[src/rtl/memio_pkg.sv]
// Shared types and constants for the SLC-3 memory / memory-mapped I/O controller.
package memio_pkg;

    typedef enum logic [2:0] {
        IDLE  = 3'd0,
        SETUP = 3'd1,
        WAIT  = 3'd2,
        DONE  = 3'd3,
        IO    = 3'd4
    } state_t;

    localparam int unsigned WAIT_CNT_W = 4;

    // Switch/hex register sits at the all-ones address of an aw-bit space.
    function automatic logic [31:0] sw_hex_addr(input int unsigned aw);
        return (aw >= 32) ? 32'hFFFF_FFFF : ((32'd1 << aw) - 32'd1);
    endfunction

    function automatic logic [31:0] led_addr(input int unsigned aw);
        return sw_hex_addr(aw) - 32'd1;
    endfunction

endpackage

[src/rtl/mem_io_ctrl_if.sv]
// CPU-side request/acknowledge bus between the control unit and mem_io_ctrl.
interface mem_io_ctrl_if #(
    parameter int unsigned DATA_W = 16,
    parameter int unsigned ADDR_W = 16
);
    logic              req;
    logic              we;
    logic [ADDR_W-1:0] addr;
    logic [DATA_W-1:0] wdata;
    logic [DATA_W-1:0] rdata;
    logic              ack;
    logic              busy;

    modport master (output req, we, addr, wdata, input rdata, ack, busy);
    modport slave  (input req, we, addr, wdata, output rdata, ack, busy);
endinterface

[src/rtl/memio_sync.sv]
// Parametrised two-flop synchroniser with a configurable reset value.
module memio_sync #(
    parameter int unsigned   W       = 1,
    parameter logic [W-1:0]  RST_VAL = '0
) (
    input  logic         clk,
    input  logic         rst,
    input  logic [W-1:0] d,
    output logic [W-1:0] q
);
    logic [W-1:0] meta;

    always_ff @(posedge clk) begin
        if (rst) begin
            meta <= RST_VAL;
            q    <= RST_VAL;
        end else begin
            meta <= d;
            q    <= meta;
        end
    end
endmodule

[src/rtl/mem_io_ctrl.sv]
// Memory and memory-mapped I/O controller: async SRAM with wait states, switches, hex, LEDs.
// Define MEMIO_LED_EN to map the LED register at address all-ones-1.
module mem_io_ctrl
    import memio_pkg::*;
#(
    parameter int unsigned DATA_W      = 16,
    parameter int unsigned ADDR_W      = 16,
    parameter int unsigned SRAM_ADDR_W = 20,
    parameter int unsigned WAIT_STATES = 1,
    parameter int unsigned NUM_HEX     = 4,
    parameter int unsigned SW_W        = 16,
    parameter int unsigned LED_W       = 12
) (
    input  logic                   Clk,
    input  logic                   Reset,
    mem_io_ctrl_if.slave           bus,
    input  logic [SW_W-1:0]        Switches,
    output logic [4*NUM_HEX-1:0]   hex_digits,
    output logic [LED_W-1:0]       LED,
    output logic                   CE,
    output logic                   OE,
    output logic                   WE,
    output logic                   UB,
    output logic                   LB,
    output logic [SRAM_ADDR_W-1:0] SRAM_ADDR,
    output logic [DATA_W-1:0]      Data_write,
    input  logic [DATA_W-1:0]      Data_read,
    output logic                   Data_oe
);
    localparam logic [ADDR_W-1:0] SW_HEX_ADDR = ADDR_W'(sw_hex_addr(ADDR_W));

    state_t                  state, state_d;
    logic [WAIT_CNT_W-1:0]   cnt, cnt_d;
    logic [ADDR_W-1:0]       a_q;
    logic                    we_q;
    logic [SW_W-1:0]         sw_sync, sw_snap;
    logic                    io_hit, accept, acc_we;
    logic [DATA_W-1:0]       io_rdata;

    logic                    ce_d, oe_d, we_d, ub_d, lb_d, data_oe_d, ack_d, busy_d;
    logic [DATA_W-1:0]       rdata_d;
    logic [4*NUM_HEX-1:0]    hex_d;
    logic [SRAM_ADDR_W-1:0]  sram_addr_d;

    memio_sync #(.W(SW_W), .RST_VAL('0)) u_sw_sync (
        .clk (Clk),
        .rst (Reset),
        .d   (Switches),
        .q   (sw_sync)
    );

    assign accept   = (state == IDLE) && bus.req;
    assign acc_we   = accept ? bus.we : we_q;
    assign io_rdata = (a_q == SW_HEX_ADDR) ? DATA_W'(sw_snap) : '0;

`ifdef MEMIO_LED_EN
    localparam logic [ADDR_W-1:0] LED_ADDR = ADDR_W'(led_addr(ADDR_W));

    assign io_hit = (bus.addr == SW_HEX_ADDR) || (bus.addr == LED_ADDR);

    always_ff @(posedge Clk) begin
        if (Reset)
            LED <= '0;
        else if (state == IO && we_q && a_q == LED_ADDR)
            LED <= Data_write[LED_W-1:0];
    end
`else
    assign io_hit = (bus.addr == SW_HEX_ADDR);
    assign LED    = '0;
`endif

    // State register plus the wait-state counter and latched request.
    always_ff @(posedge Clk) begin
        if (Reset) begin
            state      <= IDLE;
            cnt        <= '0;
            a_q        <= '0;
            we_q       <= 1'b0;
            sw_snap    <= '0;
            Data_write <= '0;
        end else begin
            state <= state_d;
            cnt   <= cnt_d;
            if (accept) begin
                a_q        <= bus.addr;
                we_q       <= bus.we;
                sw_snap    <= sw_sync;
                Data_write <= bus.wdata;
            end
        end
    end

    always_comb begin
        state_d = state;
        cnt_d   = cnt;
        case (state)
            IDLE:  if (bus.req) state_d = io_hit ? IO : SETUP;
            SETUP: begin
                state_d = WAIT;
                cnt_d   = WAIT_CNT_W'(WAIT_STATES);
            end
            WAIT: begin
                if (cnt == '0) state_d = DONE;
                else           cnt_d   = cnt - WAIT_CNT_W'(1);
            end
            DONE:    state_d = IDLE;
            IO:      state_d = DONE;
            default: state_d = IDLE;
        endcase
    end

    // Outputs are computed for the upcoming state so every pin comes straight from a flop.
    always_comb begin
        ce_d        = 1'b1;
        oe_d        = 1'b1;
        we_d        = 1'b1;
        ub_d        = 1'b1;
        lb_d        = 1'b1;
        data_oe_d   = 1'b0;
        ack_d       = (state_d == DONE);
        busy_d      = (state_d != IDLE);
        rdata_d     = bus.rdata;
        hex_d       = hex_digits;
        sram_addr_d = SRAM_ADDR;
        case (state_d)
            SETUP, WAIT: begin
                ce_d      = 1'b0;
                ub_d      = 1'b0;
                lb_d      = 1'b0;
                oe_d      = acc_we;
                data_oe_d = acc_we;
                if (state_d == WAIT) we_d = ~acc_we;
            end
            // Data_oe outlasts WE by one cycle for write-data hold.
            DONE:    data_oe_d = we_q && (state == WAIT);
            default: ;
        endcase
        if (accept && !io_hit)
            sram_addr_d = SRAM_ADDR_W'(bus.addr);
        if (state == WAIT && state_d == DONE && !we_q)
            rdata_d = Data_read;
        if (state == IO && !we_q)
            rdata_d = io_rdata;
        if (state == IO && we_q && a_q == SW_HEX_ADDR)
            hex_d = Data_write[4*NUM_HEX-1:0];
    end

    always_ff @(posedge Clk) begin
        if (Reset) begin
            CE         <= 1'b1;
            OE         <= 1'b1;
            WE         <= 1'b1;
            UB         <= 1'b1;
            LB         <= 1'b1;
            Data_oe    <= 1'b0;
            bus.ack    <= 1'b0;
            bus.busy   <= 1'b0;
            bus.rdata  <= '0;
            hex_digits <= '0;
            SRAM_ADDR  <= '0;
        end else begin
            CE         <= ce_d;
            OE         <= oe_d;
            WE         <= we_d;
            UB         <= ub_d;
            LB         <= lb_d;
            Data_oe    <= data_oe_d;
            bus.ack    <= ack_d;
            bus.busy   <= busy_d;
            bus.rdata  <= rdata_d;
            hex_digits <= hex_d;
            SRAM_ADDR  <= sram_addr_d;
        end
    end

endmodule

[src/flat_wrapper.sv]
// flat-port wrapper written by rule: the top's interface ports become plain ports
module mem_io_ctrl_flat import memio_pkg::*;
#(
    parameter int unsigned DATA_W      = 16,
    parameter int unsigned ADDR_W      = 16,
    parameter int unsigned SRAM_ADDR_W = 20,
    parameter int unsigned WAIT_STATES = 1,
    parameter int unsigned NUM_HEX     = 4,
    parameter int unsigned SW_W        = 16,
    parameter int unsigned LED_W       = 12
)
  (Clk, Reset, Switches, hex_digits, LED, CE, OE, WE, UB, LB, SRAM_ADDR, Data_write, Data_read, Data_oe, bus_req, bus_we, bus_addr, bus_wdata, bus_rdata, bus_ack, bus_busy);
  mem_io_ctrl_if #(.DATA_W(DATA_W), .ADDR_W(ADDR_W)) bus_i ();
  input  logic Clk;
  input  logic Reset;
  input  logic [SW_W-1:0] Switches;
  output logic [4*NUM_HEX-1:0] hex_digits;
  output logic [LED_W-1:0] LED;
  output logic CE;
  output logic OE;
  output logic WE;
  output logic UB;
  output logic LB;
  output logic [SRAM_ADDR_W-1:0] SRAM_ADDR;
  output logic [DATA_W-1:0] Data_write;
  input  logic [DATA_W-1:0] Data_read;
  output logic Data_oe;
  input wire logic [$bits(bus_i.req)-1:0] bus_req;
  input wire logic [$bits(bus_i.we)-1:0] bus_we;
  input wire logic [$bits(bus_i.addr)-1:0] bus_addr;
  input wire logic [$bits(bus_i.wdata)-1:0] bus_wdata;
  output wire logic [$bits(bus_i.rdata)-1:0] bus_rdata;
  output wire logic [$bits(bus_i.ack)-1:0] bus_ack;
  output wire logic [$bits(bus_i.busy)-1:0] bus_busy;
  assign bus_i.req = bus_req;
  assign bus_i.we = bus_we;
  assign bus_i.addr = bus_addr;
  assign bus_i.wdata = bus_wdata;
  assign bus_rdata = bus_i.rdata;
  assign bus_ack = bus_i.ack;
  assign bus_busy = bus_i.busy;
  mem_io_ctrl #(.DATA_W(DATA_W), .ADDR_W(ADDR_W), .SRAM_ADDR_W(SRAM_ADDR_W), .WAIT_STATES(WAIT_STATES), .NUM_HEX(NUM_HEX), .SW_W(SW_W), .LED_W(LED_W)) u_core (.Clk(Clk), .Reset(Reset), .bus(bus_i), .Switches(Switches), .hex_digits(hex_digits), .LED(LED), .CE(CE), .OE(OE), .WE(WE), .UB(UB), .LB(LB), .SRAM_ADDR(SRAM_ADDR), .Data_write(Data_write), .Data_read(Data_read), .Data_oe(Data_oe));
endmodule
[config.mk]
export PLATFORM = sky130hd
export DESIGN_NAME = mem_io_ctrl_flat
export DESIGN_NICKNAME = d
export VERILOG_FILES = /design/src/rtl/memio_pkg.sv /design/src/rtl/mem_io_ctrl_if.sv /design/src/rtl/memio_sync.sv /design/src/rtl/mem_io_ctrl.sv /design/src/flat_wrapper.sv
export SDC_FILE = /design/constraint.sdc
export NUM_CORES = 1
export LEC_CHECK = 0
export CAP_MARGIN = 20
export CELL_PAD_IN_SITES_DETAIL_PLACEMENT = 0
export CELL_PAD_IN_SITES_GLOBAL_PLACEMENT = 1
export CORE_ASPECT_RATIO = 1.75
export CORE_UTILIZATION = 35
export CTS_BUF_LIST = sky130_fd_sc_hd__clkbuf_8
export CTS_CLUSTER_SIZE = 12
export DETAILED_ROUTE_END_ITERATION = 8
export GPL_TIMING_DRIVEN = 0
export PLACE_DENSITY_LB_ADDON = 0.1
export SYNTH_ARGS = -nofsm -noshare
export SYNTH_HDL_FRONTEND = slang
export SYNTH_SLANG_ARGS = --single-unit
[constraint.sdc]
create_clock -name Clk -period 2.45 [get_ports Clk]
set_clock_uncertainty 0.05 [all_clocks]
set_input_delay 0.3675 -clock Clk [delete_from_list [all_inputs] [get_ports Clk]]
set_output_delay 0.3675 -clock Clk [all_outputs]
set_load 0.005 [all_outputs]
==> results.tsv <==
metric	value	unit
status	finished, final reports clean	
total number of vias	4774	
R2R Setup Slk	0.26	ns
Hold Vio Cnt, Final	0	
worst reg2reg path depth	7	
Die Span Y	165.0	um
die area	15690	um^2
RR Startpoint	u_core.cnt[0]	
drt drc	0	
CP cell instances	clkdlybuf4s50_1 -> clkbuf_1 -> clkbuf_1 -> clkbuf_1 -> a21oi_1	
Num CTS Buffers	17	
Total GRT Usage	20.00	%
RD Place Congestion	0.7778	
switching share of power	27.94	%
grt total ovfl	0	
via count of the first global-routing pass	4654	
WP data required	2.68	ns
WHS	0.3867	ns
Wirelength per Cell	15.44	um
vias per cell	4.842	
slew margin rel.	56.00	%
YS warnings	0	
WL final	15220	um
most utilized layer in the global route result	met2	
ys async rst share	0	%
Final Setup Violations	0	
Final period util	90.86	%
Port Buffer Count	139	
Max IR drop VDD	330.5	uV
I/O pin count	156	
Worst Path Max Fanout	10	
grt met2 use	39.09	%
Least-Margin Pin Slew	0.6600	ns
share of layout cells above drive strength 1	9.091	%
Placeable Area	14840	um^2
hold path cells	2	
HPWL after DPL	11830	um
chip width	95.12	um
max incr delay on CP	0.56	ns
largest net degree at the start of global routing	17	
Util after Layout	49.60	%
part of the power in registers	49.7	%
WS Path Type	input pin to register	
H-tree levels	4	
setup_tns	0	ns
RSZ-0062 raised after global routing	false	
clock share of power	33.0	%
first-pass GRT wire length	23440	um
Hold Buf Count CTS	0	
Critical Path Sink Type	register	
Clock Tree Buf Depth	2	
root buf cell	clkbuf_8	
crit start category	input pin	
HP Start	u_core.u_sw_sync.q[12]	
Iter 0 DRT Violations	240	
sequential cell area fraction in the yosys report	53.52	%
Max Freq	449.2	MHz
final antenna-violating net count	0	
M1 GR Usage	19.69	%
# rows	59	
hold path endpoint	u_core.sw_snap[12]	
clock sinks	142	
Min-Delay Path Class	register to register	
max cap viols	0	
Syn Inst Count	618	
nets	860	
Top FF cell, synth	dfxtp_1	
Synth cell types	47	
Leak	2.725	nW
Final Max Slew Viols	0	
syn_area_per_cell	8.594	um^2
CTS tree	done	
net switching power	0.001437	W
Post-synth EDFFs	0	
Post-Syn Area	5311	um^2
Area Growth Syn to Fin	38.56	%
power consumption	0.005141	W
PD cells	698.5	nW/um^2
slowest CP cell	clkbuf_1	
synthesized flop and latch total	142	
Cell Int Power	0.003704	W
CTS clk-pin slew, worst paths	0.08	ns
initial antenna violation count	0	
Final Critical Period	2.226	ns
drt first pass iters	5	
initial cell density of the core	35.80	%
n_diodes	0	
CP most frequent cell	clkbuf_1	
worst skew pair latency	0.43	ns
WP data arrival	2.46	ns
GR Util met3	3.913	%
combinational share of power	17.3	%
RR Endpoint	u_core.bus.rdata[8]	
what timing repair did:
| action | CTS | global route |
|---|---|---|
| endpoints found under the setup margin | 0 | 10 |
| buffers inserted | 0 | 0 |
| resized for setup | 0 | 1 |
registers in the layout, indices dropped and copies added (netlist names):
register and flops:
u_core.Data_write 16, u_core.SRAM_ADDR 16, u_core.a_q 16, u_core.bus.rdata 16, u_core.hex_digits 16, u_core.sw_snap 16
u_core.u_sw_sync.meta 16, u_core.u_sw_sync.q 16, u_core.cnt 4, u_core.state 3, u_core.Data_oe 1, u_core.LB 1
u_core.OE 1, u_core.WE 1, u_core.bus.ack 1, u_core.bus.busy 1, u_core.we_q 1
critical path: cells and delay by family:
| kind | cells | cell delay, ns |
|---|---|---|
| buf+inv | 4 | 1.99 |
| compound gates | 1 | 0.09 |
worst max path at each step:
| stage | from | to | slack, ns | depth (start not counted) |
|---|---|---|---|---|
| finish | Reset | u_core.Data_write[8] | 0.22 | 5 |
| global route | u_core.cnt[0] | u_core.bus.rdata[7] | 0.04 | 7 |
| CTS | u_core.a_q[4] | u_core.bus.rdata[8] | 0.04 | 5 |
| detailed placement | Reset | u_core.Data_write[13] | -0.31 | 5 |
| global placement | Reset | u_core.Data_write[13] | -0.23 | 5 |
| floorplan | u_core.cnt[0] | u_core.bus.rdata[6] | 0.64 | 8 |
cells in the final DEF, fill, tap and decap left out, types with 8 or more instances in the layout:
cell and instances:
clkbuf_1 31, a311oi_1 16, buf_2 13, conb_1 16, a21oi_1 86, clkdlybuf4s50_1 139, nand2_1 117, clkbuf_8 19
nor2_1 38, nor3_1 14, nor2b_1 32, nand3_1 35, o21ai_0 17, buf_4 20, nand4_1 8, dfxtp_1 142
cells in the mapped netlist, types with 3 or more instances:
master | count | area [um^2]
o21ai_0 | 17 | 85.08
inv_1 | 4 | 15.01
buf_4 | 20 | 150.1
a21oi_1 | 86 | 430.4
nand4_1 | 8 | 50.05
nand3_1 | 35 | 175.2
nor2b_1 | 32 | 200.2
dfxtp_1 | 142 | 2843
nor3_1 | 14 | 70.07
nor3_2 | 3 | 30.03
buf_2 | 13 | 65.06
nor2_1 | 38 | 142.6
nand2_1 | 117 | 439.2
a311oi_1 | 16 | 140.1
clkbuf_1 | 32 | 120.1
area by class of cell:
| cell class | instances | area (um^2) |
|---|---|---|
| Tap cell | 183 | 229.0 |
| Fill cell | 1429 | 7478 |
| Timing Repair Buffer | 139 | 1391 |
| Clock inverter | 13 | 105.1 |
| Sequential cell | 142 | 2843 |
| Inverter | 5 | 18.77 |
| Clock buffer | 19 | 261.5 |
| Buffer | 65 | 342.8 |
| Multi-Input combinational cell | 420 | 2168 |
routing by layer:
| layer | vias to the layer above | share of wire [%] |
|---|---|---|
| met5 | - | 0 |
| met2 | 155 | 56 |
| met1 | 2197 | 37 |
| met4 | 0 | 2.0 |
| li1 | 2406 | - |
| met3 | 16 | 4.9 |
cell families (layout without fill, tap and decap cells):
family	Yosys count	in the layout	share of synthesized area, %
muxes	2	2	0.3769
buffers and inverters	71	241	6.878
xor gates and xnor gates	2	2	0.3299
and+or+nand+nor	269	269	24.45
other	1	16	0.07060
DFF	142	142	53.52
adders and majority gates	2	2	0.4711
AOI/OAI and AO/OA	129	129	13.90
power groups by stage:
| stage | registers, W | logic (W) | clock network, W |
|---|---|---|---|
| 2_1_floorplan | 0.00260 | 0.000448 | 0 |
| 3_3_place_gp | 0.00260 | 0.000884 | 0 |
| 3_5_place_dp | 0.00261 | 0.000894 | 0 |
| 4_1_cts | 0.00256 | 0.000899 | 0.00175 |
| 5_1_grt | 0.00257 | 0.000986 | 0.00186 |
| 6_report | 0.00256 | 0.000888 | 0.00170 |
metrics by stage:
stage          area (um^2)  instances  setup slack, ns
2_1_floorplan         5368        633           0.6423
3_3_place_gp          6988        955          -0.2266
3_5_place_dp          6988        955          -0.3056
4_1_cts               7355        987          0.03595
5_1_grt               7360        986          0.03706
6_report              7360        986           0.2238
No activity file was read; power rests on OpenSTA's default activity.
